<file path="src/rtl/modinv_binary_if.sv">
// Request/response bundle for the modular-inverse engine.
interface modinv_binary_if #(
  parameter int unsigned N = 8
) ();
  logic         start;
  logic [N-1:0] a;
  logic [N-1:0] n;
  logic         busy;
  logic         done;
  logic         err;
  logic [N-1:0] o;

  modport master (output start, a, n, input busy, done, err, o);
  modport slave  (input start, a, n, output busy, done, err, o);
endinterface

</file>
<file path="src/rtl/modinv_binary.sv">
// Sequential modular inverse o = a^-1 mod n using binary extended Euclid,
// one reduction step per clock. Supplies r^-1 mod n for unblinding.
module modinv_binary #(
  parameter int unsigned N = 8
) (
  input  logic            clk,
  input  logic            rst,
  modinv_binary_if.slave  bus
);

  localparam int unsigned W1 = N + 1;

  typedef enum logic [1:0] {IDLE, CHECK, RUN, DONE} state_t;

  state_t       state, state_n;
  logic [N-1:0] u, u_n, v, v_n;
  logic [N-1:0] x1, x1_n, x2, x2_n;
  logic [N-1:0] nq, nq_n;
  logic [N-1:0] o_q, o_n;
  logic         err_q, err_n;
  logic         busy_q, busy_n;
  logic         done_q, done_n;

  // Halve x modulo odd m: odd x is made even by adding m in N+1 bits first.
  function automatic logic [N-1:0] half_mod(input logic [N-1:0] x, input logic [N-1:0] m);
    logic [W1-1:0] s;
    s = x[0] ? (W1'(x) + W1'(m)) : W1'(x);
    return N'(s >> 1);
  endfunction

  // (p - q) mod m for p, q in [0, m).
  function automatic logic [N-1:0] sub_mod(input logic [N-1:0] p, input logic [N-1:0] q,
                                           input logic [N-1:0] m);
    logic [W1-1:0] s;
    s = W1'(p) - W1'(q);
    if (p < q) s = s + W1'(m);
    return N'(s);
  endfunction

  always_ff @(posedge clk or negedge rst) begin
    if (!rst) begin
      state  <= IDLE;
      u      <= '0;
      v      <= '0;
      x1     <= '0;
      x2     <= '0;
      nq     <= '0;
      o_q    <= '0;
      err_q  <= 1'b0;
      busy_q <= 1'b0;
      done_q <= 1'b0;
    end else begin
      state  <= state_n;
      u      <= u_n;
      v      <= v_n;
      x1     <= x1_n;
      x2     <= x2_n;
      nq     <= nq_n;
      o_q    <= o_n;
      err_q  <= err_n;
      busy_q <= busy_n;
      done_q <= done_n;
    end
  end

  always_comb begin
    state_n = state;
    u_n     = u;
    v_n     = v;
    x1_n    = x1;
    x2_n    = x2;
    nq_n    = nq;
    o_n     = o_q;
    err_n   = err_q;
    unique case (state)
      IDLE: begin
        if (bus.start) begin
          u_n     = bus.a;
          v_n     = bus.n;
          x1_n    = N'(1);
          x2_n    = '0;
          nq_n    = bus.n;
          o_n     = '0;
          err_n   = 1'b0;
          state_n = CHECK;
        end
      end
      CHECK: begin
        if (!nq[0] || nq <= N'(1) || u == '0 || u >= nq) begin
          err_n   = 1'b1;
          o_n     = '0;
          state_n = DONE;
        end else if (u == N'(1)) begin
          o_n     = N'(1);
          state_n = DONE;
        end else begin
          state_n = RUN;
        end
      end
      RUN: begin
        // Exit tests look at the registers before any step is applied.
        if (u == N'(1)) begin
          o_n     = x1;
          state_n = DONE;
        end else if (v == N'(1)) begin
          o_n     = x2;
          state_n = DONE;
        end else if (u == '0 || v == '0) begin
          err_n   = 1'b1;
          o_n     = '0;
          state_n = DONE;
        end else if (!u[0]) begin
          u_n  = u >> 1;
          x1_n = half_mod(x1, nq);
        end else if (!v[0]) begin
          v_n  = v >> 1;
          x2_n = half_mod(x2, nq);
        end else if (u >= v) begin
          u_n  = u - v;
          x1_n = sub_mod(x1, x2, nq);
        end else begin
          v_n  = v - u;
          x2_n = sub_mod(x2, x1, nq);
        end
      end
      DONE:    state_n = IDLE;
      default: state_n = IDLE;
    endcase
    busy_n = (state_n != IDLE);
    done_n = (state_n == DONE);
  end

  assign bus.busy = busy_q;
  assign bus.done = done_q;
  assign bus.err  = err_q;
  assign bus.o    = o_q;

endmodule

</file>
<file path="src/flat_wrapper.sv">
// flat-port wrapper written by rule: the top's interface ports become plain ports
module modinv_binary_flat 
#(
  parameter int unsigned N = 8
)
  (clk, rst, bus_start, bus_a, bus_n, bus_busy, bus_done, bus_err, bus_o);
  modinv_binary_if #(.N(N)) bus_i ();
  input  logic clk;
  input  logic rst;
  input wire logic [$bits(bus_i.start)-1:0] bus_start;
  input wire logic [$bits(bus_i.a)-1:0] bus_a;
  input wire logic [$bits(bus_i.n)-1:0] bus_n;
  output wire logic [$bits(bus_i.busy)-1:0] bus_busy;
  output wire logic [$bits(bus_i.done)-1:0] bus_done;
  output wire logic [$bits(bus_i.err)-1:0] bus_err;
  output wire logic [$bits(bus_i.o)-1:0] bus_o;
  assign bus_i.start = bus_start;
  assign bus_i.a = bus_a;
  assign bus_i.n = bus_n;
  assign bus_busy = bus_i.busy;
  assign bus_done = bus_i.done;
  assign bus_err = bus_i.err;
  assign bus_o = bus_i.o;
  modinv_binary #(.N(N)) u_core (.clk(clk), .rst(rst), .bus(bus_i));
endmodule
</file>
<file path="config.mk">
export PLATFORM = sky130hd
export DESIGN_NAME = modinv_binary_flat
export DESIGN_NICKNAME = d
export VERILOG_FILES = /design/src/rtl/modinv_binary_if.sv /design/src/rtl/modinv_binary.sv /design/src/flat_wrapper.sv
export SDC_FILE = /design/constraint.sdc
export NUM_CORES = 1
export LEC_CHECK = 0
export ABC_CLOCK_PERIOD_IN_PS = 5290
export BUFFER_PORTS_ARGS = -buffer_cell sky130_fd_sc_hd__buf_2
export CAP_MARGIN = 5
export CORE_MARGIN = 2
export CORE_UTILIZATION = 45
export CTS_CLUSTER_DIAMETER = 100
export DETAILED_ROUTE_END_ITERATION = 7
export GPL_TIMING_DRIVEN = 1
export PLACE_DENSITY_LB_ADDON = 0.15
export SLEW_MARGIN = 15
export SYNTH_ARGS = -nofsm -noshare
export SYNTH_HDL_FRONTEND = slang
export SYNTH_SLANG_ARGS = --single-unit
</file>
<file path="constraint.sdc">
create_clock -name clk -period 5.29 [get_ports clk]
set_input_delay 1.058 -clock clk [delete_from_list [all_inputs] [get_ports clk]]
set_output_delay 1.058 -clock clk [all_outputs]
set_load 0.02 [all_outputs]
</file>
# Yosys cells after proc, flatten, opt, wreduce, memory -nomap -nowiden
# Index checks and enable logic that the tools add are counted.
# word_totals
out_inout_bits	11
inputBits	19
word_cells	116
reg_bits	53
# op_classes
reduce_logical	18
n_eq_ne	18
n_mux	55
n_lt_le_gt_ge	5
add_sub_neg	8
# ops
op	n
$mux W8	35
$pmux W8 S2	4
$sub A8 B8 Y8	4
$pmux W8 S3	1
$add A8 B8 Y9	2
$mux W9	2
$add A8 B8 Y8	2
$eq A8 B1 Y1 const B	2
$ge A8 B8 Y1	2
$logic_not A8 Y1	2
$lt A8 B8 Y1	2
$reduce_and A7 Y1	2
$reduce_and A6 Y1	2
$mux W2	5
$ne A3 B3 Y1 const B	3
$le A8 B1 Y1 const B	1
$ne A2 B2 Y1 const B	4
$pmux W2 S4	1
$eq A2 B2 Y1 const B	3
$mux W1	6
$ne A2 B1 Y1 const B	3
$reduce_and A5 Y1	1
$logic_or A1 B1 Y1	4
$ne A4 B1 Y1 const B	1
9 further kinds	10

# Depth between registers and ports, before layout
# depth
ltp_word	10
mapped_depth	16
depth_no_buf	15

# Worst setup path after synthesis
# No wires, ideal clock.
# synth_timing
kind	register to register
from	reg u_core.u[0]
to	reg u_core.v[3]
setup_time_ps	125
period_less_slack_ps	3277
required_time_ps	5165
path_stages_with_launch	15
setup_slack_ps	2013
n_path_buf	3
arrival_time_ps	3152
path_cell_list	dfrtp_1 clkbuf_1 inv_1 clkbuf_1 ha_1 inv_1 fa_1 a21o_1 a21oi_1 o21a_1 o21a_1 o211a_1 or2_1 buf_6 mux2_4
# synth_via
elab_chain_cells	8
word_cells_on_any_way	17
classes_between	add/sub (1); order compare (1); eq/ne (5); mux (7); reduce/logical (3)
# synth_rtl
element	line	source
start: declaration	modinv_binary.sv:16	logic [N-1:0] u, u_n, v, v_n;
start signal: assignment	modinv_binary.sv:54	u <= u_n;
$sub A8 B8 Y8	modinv_binary.sv:122	v_n = v - u;
$mux W8	modinv_binary.sv:118	end else if (u >= v) begin
$mux W8	modinv_binary.sv:115	end else if (!v[0]) begin
$mux W8	modinv_binary.sv:112	end else if (!u[0]) begin
$mux W8	modinv_binary.sv:108	end else if (u == '0 || v == '0) begin
$mux W8	modinv_binary.sv:105	end else if (v == N'(1)) begin
$mux W8	modinv_binary.sv:102	if (u == N'(1)) begin
$pmux W8 S2	modinv_binary.sv:75	unique case (state)
end signal: assignment	modinv_binary.sv:55	v <= v_n;
end: declaration	modinv_binary.sv:16	
# Several ways; a longest one is shown, not always the timed one. The select of a mux whose other input is x is not followed.
# A chain may end at the register's enable or synchronous reset.

# Worst setup path in the final report
# layout_timing
from	reg u_core.u[0]
to	reg u_core.u[4]
# layout_via
elab_chain_cells	8
word_cells_on_any_way	17
classes_between	add/sub (1); order compare (1); eq/ne (5); mux (7); reduce/logical (3)
# layout_rtl
element	line	source
$sub A8 B8 Y8	modinv_binary.sv:119	u_n = u - v;
$mux W8	modinv_binary.sv:118	
$mux W8	modinv_binary.sv:115	
$mux W8	modinv_binary.sv:112	
$mux W8	modinv_binary.sv:108	
$mux W8	modinv_binary.sv:105	
$mux W8	modinv_binary.sv:102	
$pmux W8 S2	modinv_binary.sv:75	
# Several ways; a longest one is shown, not always the timed one. The select of a mux whose other input is x is not followed.

==> impl_metrics.json <==
{
  "layout_worst_path_cycle_share_pct": 74.37,
  "drt_pre_antenna_iters": 5,
  "yosys-top-cells-count": "69 x sky130_fd_sc_hd__ha_1, 64 x sky130_fd_sc_hd__inv_1, 57 x sky130_fd_sc_hd__nor2_1",
  "fp-row-count": 41,
  "clk_transition_reported_paths_ns": 0.07,
  "synthDominantCellAreaShare_pct": 23.27,
  "leading_area_contributor_after_synthesis": "sky130_fd_sc_hd__dfrtp_1",
  "finalNetCount": 791,
  "dieWidth_um": 116.6,
  "clkLatencyLatePin_ns": 0.30,
  "finalHoldViolCount": 0,
  "track_usage_pct": 25.89,
  "antenna_violating_nets_post_route": 0,
  "clock_path_buffers": 2,
  "yosys_warnings": 0,
  "clock_buffers_created_by_tritoncts": 5,
  "antenna_found_initial": 0,
  "critPathRequiredTime_ns": 5.53,
  "post_dp_hpwl_mm": 13.38,
  "setup_repair_after_global_routing_missed_its_margin": "false",
  "yosysUniqueCellTypes": 66,
  "cts_setup_buffers": 0,
  "synth_area_per_cell_um2": 8.358,
  "slew_headroom_pct": 29.72,
  "die_height_um": 116.6,
  "slowest_delay_ns": 0.87,
  "achievable-frequency_mhz": 254.2,
  "number_of_synthesized_flops_with_an_enable_pin": 0,
  "share_of_synthesized_area_occupied_by_flip_flops_and_latches_pct": 23.27,
  "setup_viol": 0,
  "top_level_ports": 30,
  "cts.sink_count": 53,
  "route.detailed.wl_per_inst_um": 19.71,
  "core_um2": 12520,
  "max_slew.worst_pin.slew_ns": 1.046,
  "post_synth_main_area_contributors": "sky130_fd_sc_hd__dfrtp_1 23%, sky130_fd_sc_hd__ha_1 15%, sky130_fd_sc_hd__inv_1 4.2%",
  "grt_total_ovfl": 0,
  "timing_worst_setup_path_type": "reg -> reg",
  "reg2reg_slack_ns": 1.36,
  "synth.net_count": 778,
  "route.final.wire_length_mm": 17.11,
  "portBuffers": 29,
  "cp-start-kind": "register",
  "drive_gt1_share_pct": 9.626,
  "setup-tns-final_ns": 0,
  "drt_iter0_drc": 259,
  "pin_count_of_the_biggest_net_entering_global_routing": 54,
  "final.min_clock_period_ns": 3.934,
  "crit_path_end_kind": "register",
  "hold_path.class": "reg -> reg",
  "cts_tree": "built",
  "synth_cells": 682,
  "initial_core_util_pct": 45.54,
  "last_weighted_congestion_value_of_the_routability_driven_placer": 0.9367,
  "postCtsResizedCells": 0,
  "yosys_register_bits": 53,
  "root_buffer_master": "sky130_fd_sc_hd__clkbuf_16",
  "maxCapViolations": 0,
  "drc": 0,
  "final-instance-count-excl-fill": 868,
  "vias_in_the_first_global_route": 5043,
  "timing_max_transition_violations_final": 0,
  "critical_path_peak_fanout": 21,
  "dieArea_um2": 13580,
  "antennaDiodeCount": 0,
  "outcome": "finished, final reports clean",
  "grt_pass1_wl_mm": 26.84,
  "postSynth.topFlopCell": "sky130_fd_sc_hd__dfrtp_1",
  "cts.hold.buffers_added": 0,
  "worst_ep_arrival_time_ns": 4.18,
  "critical_path.cell_chain": "inv_1 > ha_1 > inv_1 > fa_1 > a21o_1 > a21oi_1 > o21a_1 > o21a_1 > nor3_1 > a221o_1 > mux2_2",
  "yosysMostFrequentCell": "sky130_fd_sc_hd__ha_1",
  "place_inst": 860,
  "asr_flop_ratio_synth_pct": 100.0,
  "viasPerCell": 5.969,
  "critPathSlowestCell": "sky130_fd_sc_hd__nor3_1",
  "timing.clock.skew_ns": 0.008965,
  "htreeDepth": 2,
  "detailroute.via_count": 5181,
  "syn_to_final_growth_pct": 7.375,
  "syn-cell-area_um2": 5700
}
[path summary, 6_finish.rpt]
kind / cells past startpoint / startpoint / to
min in group asynchronous: 2 / rst / u_core.bus.o[1]$_DFFE_PN0P_
max in group asynchronous: 2 / rst / u_core.v[2]$_DFFE_PN0P_
worst max register to register: 11 / u_core.u[0]$_DFFE_PN0P_ / u_core.u[4]$_DFFE_PN0P_
worst max-delay path: 11 / u_core.u[0]$_DFFE_PN0P_ / u_core.u[4]$_DFFE_PN0P_
worst min register to register: 1 / u_core.bus.o[7]$_DFFE_PN0P_ / u_core.bus.o[7]$_DFFE_PN0P_
worst min-delay path: 1 / u_core.bus.o[7]$_DFFE_PN0P_ / u_core.bus.o[7]$_DFFE_PN0P_
[cells by family (layout without fill, tap and decap cells)]
family	Yosys count	count (layout)	share of synthesized area, %
AND/OR/NAND/NOR	174	174	15.04
multiplexers	37	37	7.067
flip-flops	53	53	23.27
buffers and inverters	91	105	6.189
XOR/XNOR	30	30	4.609
AO/OA/AOI/OAI	220	220	25.88
adder cells (fa/ha/maj)	77	77	17.95
[per-stage QoR]
step	hold WS [ns]	util, %	instance area [um2]	setup WS [ns]
2_1_floorplan	0.5128	-	5700	2.013
3_3_place_gp	0.4840	47.73	5974	1.524
3_5_place_dp	0.4927	47.73	5974	1.432
4_1_cts	0.5124	48.90	6121	1.402
5_1_grt	0.5300	48.90	6121	1.070
6_report	0.5044	48.90	6121	1.356
[metal layers]
layer / wire, um / track usage (%) / up-vias
met2: 8052 / 44.19 / 157
met5: 0 / 0 / -
met1: 7541 / 34.15 / 2488
met3: 794 / 1.920 / 35
met4: 723 / 10.43 / 0
li1: - / - / 2501
[flip-flops by register name, summed over array words and instances (netlist names)]
register and flops:
u_core.v 8, u_core.bus.err 1, u_core.nq 8, u_core.state 2, u_core.bus.done 1, u_core.bus.busy 1
u_core.u 8, u_core.x2 8, u_core.x1 8, u_core.bus.o 8
[critical path: cells and delay by family (launching register included)]
family                     cells  cell delay, ns
AOI/OAI and AO/OA              5            0.96
and+or+nand+nor                1            0.87
DFF                            1            0.82
buffers and inverters          2            0.55
adders and majority gates      2            0.54
muxes                          1            0.14
[layout by cell type, fill, tap and decap left out, types with 17 or more instances in the layout]
master and instances:
sky130_fd_sc_hd__inv_1 64, sky130_fd_sc_hd__ha_1 69, sky130_fd_sc_hd__mux2_2 18, sky130_fd_sc_hd__mux2i_1 17, sky130_fd_sc_hd__nor2_1 57, sky130_fd_sc_hd__nor3_1 17
sky130_fd_sc_hd__a21o_1 20, sky130_fd_sc_hd__o21ai_0 46, sky130_fd_sc_hd__nor2b_1 17, sky130_fd_sc_hd__nand2_1 31, sky130_fd_sc_hd__dfrtp_1 53, sky130_fd_sc_hd__xnor2_1 23
sky130_fd_sc_hd__a21oi_1 46, sky130_fd_sc_hd__buf_2 29
[cell type report]
type,count,area [um2]
fill,1273,6396
multi-input combinational,538,4021
sequential,53,1326
inverter,65,244.0
tap,172,215.2
timing repair buffer,32,167.7
clock buffer,5,125.1
clock inverter,3,21.27
Power is left out: the tool's default activity adds up to more than one toggle a clock period on the data nets, which glitch-free logic cannot reach.
